`src/rtl/sr_bank_pkg.sv`:
```
// sr_bank_pkg: shared constants and the per-channel next-state function for sr_bank.
package sr_bank_pkg;

  // How a channel resolves s=1,r=1.
  localparam int MODE_HOLD    = 0;
  localparam int MODE_SET_DOM = 1;
  localparam int MODE_RST_DOM = 2;
  localparam int MODE_TOGGLE  = 3;

  // Next state of one SR channel, given its current state and the resolution mode.
  function automatic logic next_q(input logic s, input logic r, input logic q, input int mode);
    logic nq;
    nq = q;
    if (s && !r) begin
      nq = 1'b1;
    end else if (!s && r) begin
      nq = 1'b0;
    end else if (s && r) begin
      case (mode)
        MODE_SET_DOM: nq = 1'b1;
        MODE_RST_DOM: nq = 1'b0;
        MODE_TOGGLE:  nq = ~q;
        default:      nq = q;
      endcase
    end
    return nq;
  endfunction

endpackage

```
`src/rtl/sr_bank_sync2.sv`:
```
// sr_sync2: WIDTH-wide two-flop synchroniser, async active-low reset clears both stages.
module sr_sync2 #(
  parameter int WIDTH = 8
) (
  input  logic             clk,
  input  logic             rst_n,
  input  logic [WIDTH-1:0] d,
  output logic [WIDTH-1:0] q
);

  logic [WIDTH-1:0] r_meta;
  logic [WIDTH-1:0] r_sync;

  // Two back-to-back stages; only the second stage is used downstream.
  always_ff @(posedge clk or negedge rst_n) begin
    if (!rst_n) begin
      r_meta <= '0;
      r_sync <= '0;
    end else begin
      r_meta <= d;
      r_sync <= r_meta;
    end
  end

  assign q = r_sync;

endmodule

```
`src/rtl/sr_bank.sv`:
```
// sr_bank: WIDTH independent SR flip-flops with change pulses, sticky conflict
// flag and saturating per-channel transition counters.
// Build option: define SR_BANK_INPUT_SYNC_EN to pass s/r through a two-flop
// synchroniser (s/r to q latency becomes 3 cycles; en is not synchronised).
module sr_bank
  import sr_bank_pkg::*;
#(
  parameter int               WIDTH     = 8,
  parameter int               MODE      = 0,
  parameter logic [WIDTH-1:0] RESET_VAL = '0,
  parameter int               CNT_W     = 8,
  localparam int              SEL_W     = (WIDTH > 1) ? $clog2(WIDTH) : 1
) (
  input  logic             clk,
  input  logic             rst_n,
  input  logic             en,
  input  logic [WIDTH-1:0] s,
  input  logic [WIDTH-1:0] r,
  output logic [WIDTH-1:0] q,
  output logic [WIDTH-1:0] qb,
  output logic [WIDTH-1:0] chg,
  output logic             conflict,
  input  logic             conflict_clr,
  input  logic [SEL_W-1:0] cnt_sel,
  input  logic             cnt_clr,
  output logic [CNT_W-1:0] cnt_out
);

  logic [WIDTH-1:0] w_s;
  logic [WIDTH-1:0] w_r;
  logic [WIDTH-1:0] w_q;
  logic [WIDTH-1:0] w_chg;
  logic [CNT_W-1:0] w_cnt [WIDTH];
  logic             r_conflict;

`ifdef SR_BANK_INPUT_SYNC_EN
  sr_sync2 #(.WIDTH(WIDTH)) u_sync_s (.clk(clk), .rst_n(rst_n), .d(s), .q(w_s));
  sr_sync2 #(.WIDTH(WIDTH)) u_sync_r (.clk(clk), .rst_n(rst_n), .d(r), .q(w_r));
`else
  assign w_s = s;
  assign w_r = r;
`endif

  for (genvar i = 0; i < WIDTH; i++) begin : g_ch
    logic             r_q;
    logic             r_chg;
    logic [CNT_W-1:0] r_cnt;
    logic             w_next;
    logic             w_flip;

    assign w_next = next_q(w_s[i], w_r[i], r_q, MODE);
    assign w_flip = en && (w_next != r_q);

    // Channel state, change pulse and transition counter (clear beats increment).
    always_ff @(posedge clk or negedge rst_n) begin
      if (!rst_n) begin
        r_q   <= RESET_VAL[i];
        r_chg <= 1'b0;
        r_cnt <= '0;
      end else begin
        if (en) begin
          r_q <= w_next;
        end
        r_chg <= w_flip;
        if (cnt_clr) begin
          r_cnt <= '0;
        end else if (w_flip && (r_cnt != {CNT_W{1'b1}})) begin
          r_cnt <= r_cnt + 1'b1;
        end
      end
    end

    assign w_q[i]   = r_q;
    assign w_chg[i] = r_chg;
    assign w_cnt[i] = r_cnt;
  end

  // Sticky conflict flag; a new conflict outranks a clear in the same cycle.
  always_ff @(posedge clk or negedge rst_n) begin
    if (!rst_n) begin
      r_conflict <= 1'b0;
    end else if (en && (|(w_s & w_r))) begin
      r_conflict <= 1'b1;
    end else if (conflict_clr) begin
      r_conflict <= 1'b0;
    end
  end

  // Counter readback; selects past the last channel read as zero.
  always_comb begin
    cnt_out = '0;
    for (int i = 0; i < WIDTH; i++) begin
      if (cnt_sel == SEL_W'(i)) begin
        cnt_out = w_cnt[i];
      end
    end
  end

  assign q        = w_q;
  assign qb       = ~w_q;
  assign chg      = w_chg;
  assign conflict = r_conflict;

endmodule

```
`config.mk`:
```
export PLATFORM = sky130hd
export DESIGN_NAME = sr_bank
export DESIGN_NICKNAME = d
export VERILOG_FILES = /design/src/rtl/sr_bank_pkg.sv /design/src/rtl/sr_bank_sync2.sv /design/src/rtl/sr_bank.sv
export SDC_FILE = /design/constraint.sdc
export NUM_CORES = 1
export LEC_CHECK = 0
export CELL_PAD_IN_SITES_DETAIL_PLACEMENT = 0
export CELL_PAD_IN_SITES_GLOBAL_PLACEMENT = 1
export CORE_AREA = 2 2 151 94
export DETAILED_ROUTE_END_ITERATION = 8
export DIE_AREA = 0 0 153 96
export PLACE_DENSITY = 0.81
export SYNTH_ARGS = -nofsm -noshare
export SYNTH_HDL_FRONTEND = slang
export SYNTH_HIERARCHICAL = 1
export SYNTH_SLANG_ARGS = --single-unit
```
`constraint.sdc`:
```
create_clock -name clk -period 2 [get_ports clk]
set_clock_uncertainty 0.2 [all_clocks]
set_input_delay 0.5 -clock clk [delete_from_list [all_inputs] [get_ports clk]]
set_output_delay 0.5 -clock clk [all_outputs]
set_load 0.02 [all_outputs]
```
==> results_dict.tcl <==
set metrics [dict create \
    synth_top_family_by_area "simple AND/OR/NAND/NOR gates" \
    clock_power_share 0.428 \
    synthSimpleGateAreaFrac 0.254 \
    max_freq_mhz 415 \
    clkLatencyLatePin_ns 0.34 \
    ant_nets 0 \
    switching_share 0.260 \
    groute.usage.overall 0.233 \
    num_vias 5324 \
    die_h_um 96 \
    p_sw_mw 1.16 \
    drt_iter0_markers 326 \
    grt_antenna_before_repair 0 \
    synthAdderAreaFrac 0.0192 \
    drcViolationCount 0 \
    numPortBuffers 56 \
    ys_warn_count 6 \
    tightest_slew_ns 0.475 \
    drt-wirelength-per-cell_um 18.5 \
    cap_violations 0 \
    slowest_stage "or3_4" \
    hold_class "primary input to flop" \
    reg2reg_from "g_ch[0].r_cnt[2]$_DFFE_PN0P_" \
    drv_slew 0 \
    crit_path_max_incr_delay_ns 0.40 \
    totalWireLength_um 17100 \
    die_x_um 153 \
    synth_top_area_frac 0.389 \
    grt_first_pass_wirelength_um 26700 \
    initial_core_util 0.390 \
    h-tree-depth 3 \
    start_kind "primary input" \
    path_class "primary input to primary output" \
    path_max_fanout 6 \
    combinationalPowerShare 0.183 \
    n_antenna_cell 0 \
    grt_max_degree 36 \
    synthXorXnorAreaFrac 0.00337 \
    ys_seq_area_frac 0.389 \
    r2r_end "g_ch[0].r_cnt[3]$_DFFE_PN0P_" \
    cellPowerDensity_nw_per_um2 567 \
    p_int_mw 3.30 \
    ys_ff_latch 81 \
    setup_viol 8 \
    cp_num_buf_inv 3 \
    synth_compound_area_frac 0.182 \
    synth_edf_count 0 \
    synthArstFlopShare 1.00 \
    synth_top_area_cell "dfrtp_1" \
    hold_ws_ns 0.254 \
    critPathArrivalTime_ns 1.71 \
    rsz0062_at_grt "yes" \
    fin_area_um2 7870 \
    ios 57 \
    die_area_um2 14700 \
    clockBufferDepth 2 \
    root_buffer "clkbuf_16" \
    period_needed_ns 2.41 \
    path_clk_slew_ns 0.06 \
    grt_pass1_vias 5061 \
    synthMuxAreaShare 0.0832 \
    clock_sinks 81 \
    gp_congestion 0.867 \
    cts_buffers 9 \
    core_region_area_um2 13300 \
    drt_first_pass_iters 4 \
    relSlewSlack 0.683 \
    holdPathStages 2 \
    overflow 0 \
    endpoint_kind "primary output" \
    reg2reg_depth 6 \
    synthTopCellsByArea "dfrtp_1, a21oi_1, o21ai_0" \
    fill_cells 1143 \
    syn-instance-count 558 \
    netlist_area_um2 5200 \
    required_ns 1.30 \
    instances_no_fill 921 \
    reg2reg_slack_ns 0.02 \
    seqPwrFrac 0.390 \
    hp-start "r[6]" \
    rows 33 \
    cts_tree "built" \
    syn_avg_cell_area_um2 9.33 \
    outcome "finished with violations" \
    period_share 1.20 \
    place_area_um2 6880 \
    min_to "g_ch[6].r_q$_DFFE_PN0P_" \
    layout-drive-gt1-share 0.406 \
    syn_nets 590 \
    placedCellCount 885 \
    layout.nets 773 \
    crit_chain "buf_12 -> buf_16 -> or3_4 -> o21ai_4 -> a21oi_2 -> a211o_1 -> buf_6" \
    path_delay_family "compound AO/OA/AOI/OAI gates" \
    yosysUniqueCellTypes 72 \
    hold_viol 0 \
    dp.final_hpwl_um 12100 \
    p_total_mw 4.46 \
    areaGrowthSynthToFinish_pct 51.1 \
    worst_slack_ns -0.408 \
    vias_per_cell 5.78 \
    ir_worst_vdd_v 0.000362 \
    violations "negative setup slack" \
    leakagePower_nw 3.52 \
    synth_ff_type "dfrtp_1" \
]
registers in the layout, summed over array words and instances (netlist names):
register,flops
g_ch.r_chg,8
g_ch.r_q,8
g_ch.r_cnt,64
conflict,1
placed cells by master, fill, tap and decap left out, types with 9 or more instances in the layout:
master,netlist,final
nand3_1,21,20
nor3_1,20,18
dlymetal6s2s_1,0,10
or4_1,15,11
nor2_1,24,23
nand2_1,36,33
dlygate4sd2_1,0,25
buf_4,17,140
nor2b_1,23,22
dfrtp_1,81,74
o31ai_1,11,11
a21oi_2,0,12
buf_6,3,14
mux2_2,14,12
mux2i_1,14,14
clkbuf_16,0,9
inv_1,31,29
a21oi_1,45,32
o21ai_0,38,35
cells by family after synthesis:
kind of cell | Yosys count
flops | 81
mux | 35
compound gates | 148
buf+inv | 71
simple gates | 213
xor+xnor | 2
fa+ha+maj | 8
how the worst max path moves through the flow:
stage / startpoint / to / slack (ns) / cells past startpoint
6_report: cnt_sel[1] / cnt_out[2] / -0.41 / 7
5_1_grt: cnt_sel[1] / cnt_out[2] / -0.43 / 7
4_1_cts: g_ch[1].r_cnt[2]$_DFFE_PN0P_ / cnt_out[2] / -0.44 / 5
2_1_floorplan: cnt_sel[2] / cnt_out[7] / -0.20 / 6
3_5_place_dp: cnt_sel[1] / cnt_out[6] / -1.29 / 7
3_3_place_gp: cnt_sel[1] / cnt_out[0] / -1.26 / 5
synth_stat cells (9+ instances only):
master,number
dfrtp_1,81
mux2_2,14
or3_1,9
nor2_1,24
buf_4,17
nor3_1,20
nor4_1,9
o21ai_0,38
nor2b_1,23
clkbuf_1,11
nand3_1,21
mux2i_1,14
o31ai_1,11
or4_1,15
a21oi_1,45
inv_1,31
nand2_1,36
per-stage QoR:
stage | setup WS, ns | util | setup TNS, ns
4_1_cts | -0.437 | 0.573 | -2.90
3_3_place_gp | -1.26 | 0.516 | -38.35
3_5_place_dp | -1.29 | 0.516 | -41.77
5_1_grt | -0.433 | 0.590 | -3.27
6_report | -0.408 | 0.590 | -2.90
2_1_floorplan | -0.199 | - | -0.932
layer usage:
| metal | global-route usage | wire length, µm | vias to the layer above |
|---|---|---|---|
| li1 | - | - | 2466 |
| met1 | 0.319 | 7840 | 2661 |
| met2 | 0.376 | 7850 | 183 |
| met3 | 0.0648 | 1250 | 14 |
| met4 | 0.0409 | 123 | 0 |
| met5 | 0 | 0 | - |
what timing repair did:
action / CTS / global route
cloned: 4 / 0
endpoints found under the setup margin: 82 / 43
setup buffers: 13 / 5
hold buffers: 1 / 0
pin swaps: 30 / 23
gates resized for setup: 147 / 64
hold endpoints to repair: 24 / 0
power by group through the flow:
stage / clock, mW / sequential [mW] / combinational (mW)
final: 1.91 / 1.74 / 0.815
after global routing: 2.01 / 1.74 / 0.877
after CTS: 1.94 / 1.74 / 0.794
after detailed placement: 0 / 1.76 / 0.744
after global placement: 0 / 1.76 / 0.724
after floorplan: 0 / 1.76 / 0.372
area by class of cell:
cell class | instances | area (µm²) | share of cell area
tap | 175 | 219 | 0.0278
sequential | 81 | 2040 | 0.259
inverter | 31 | 116 | 0.0148
multi-input combinational | 406 | 3240 | 0.413
clock inverter | 5 | 104 | 0.0132
clock buffer | 11 | 233 | 0.0296
timing repair buffer | 212 | 1910 | 0.243
No activity file was read; power rests on OpenSTA's default activity.
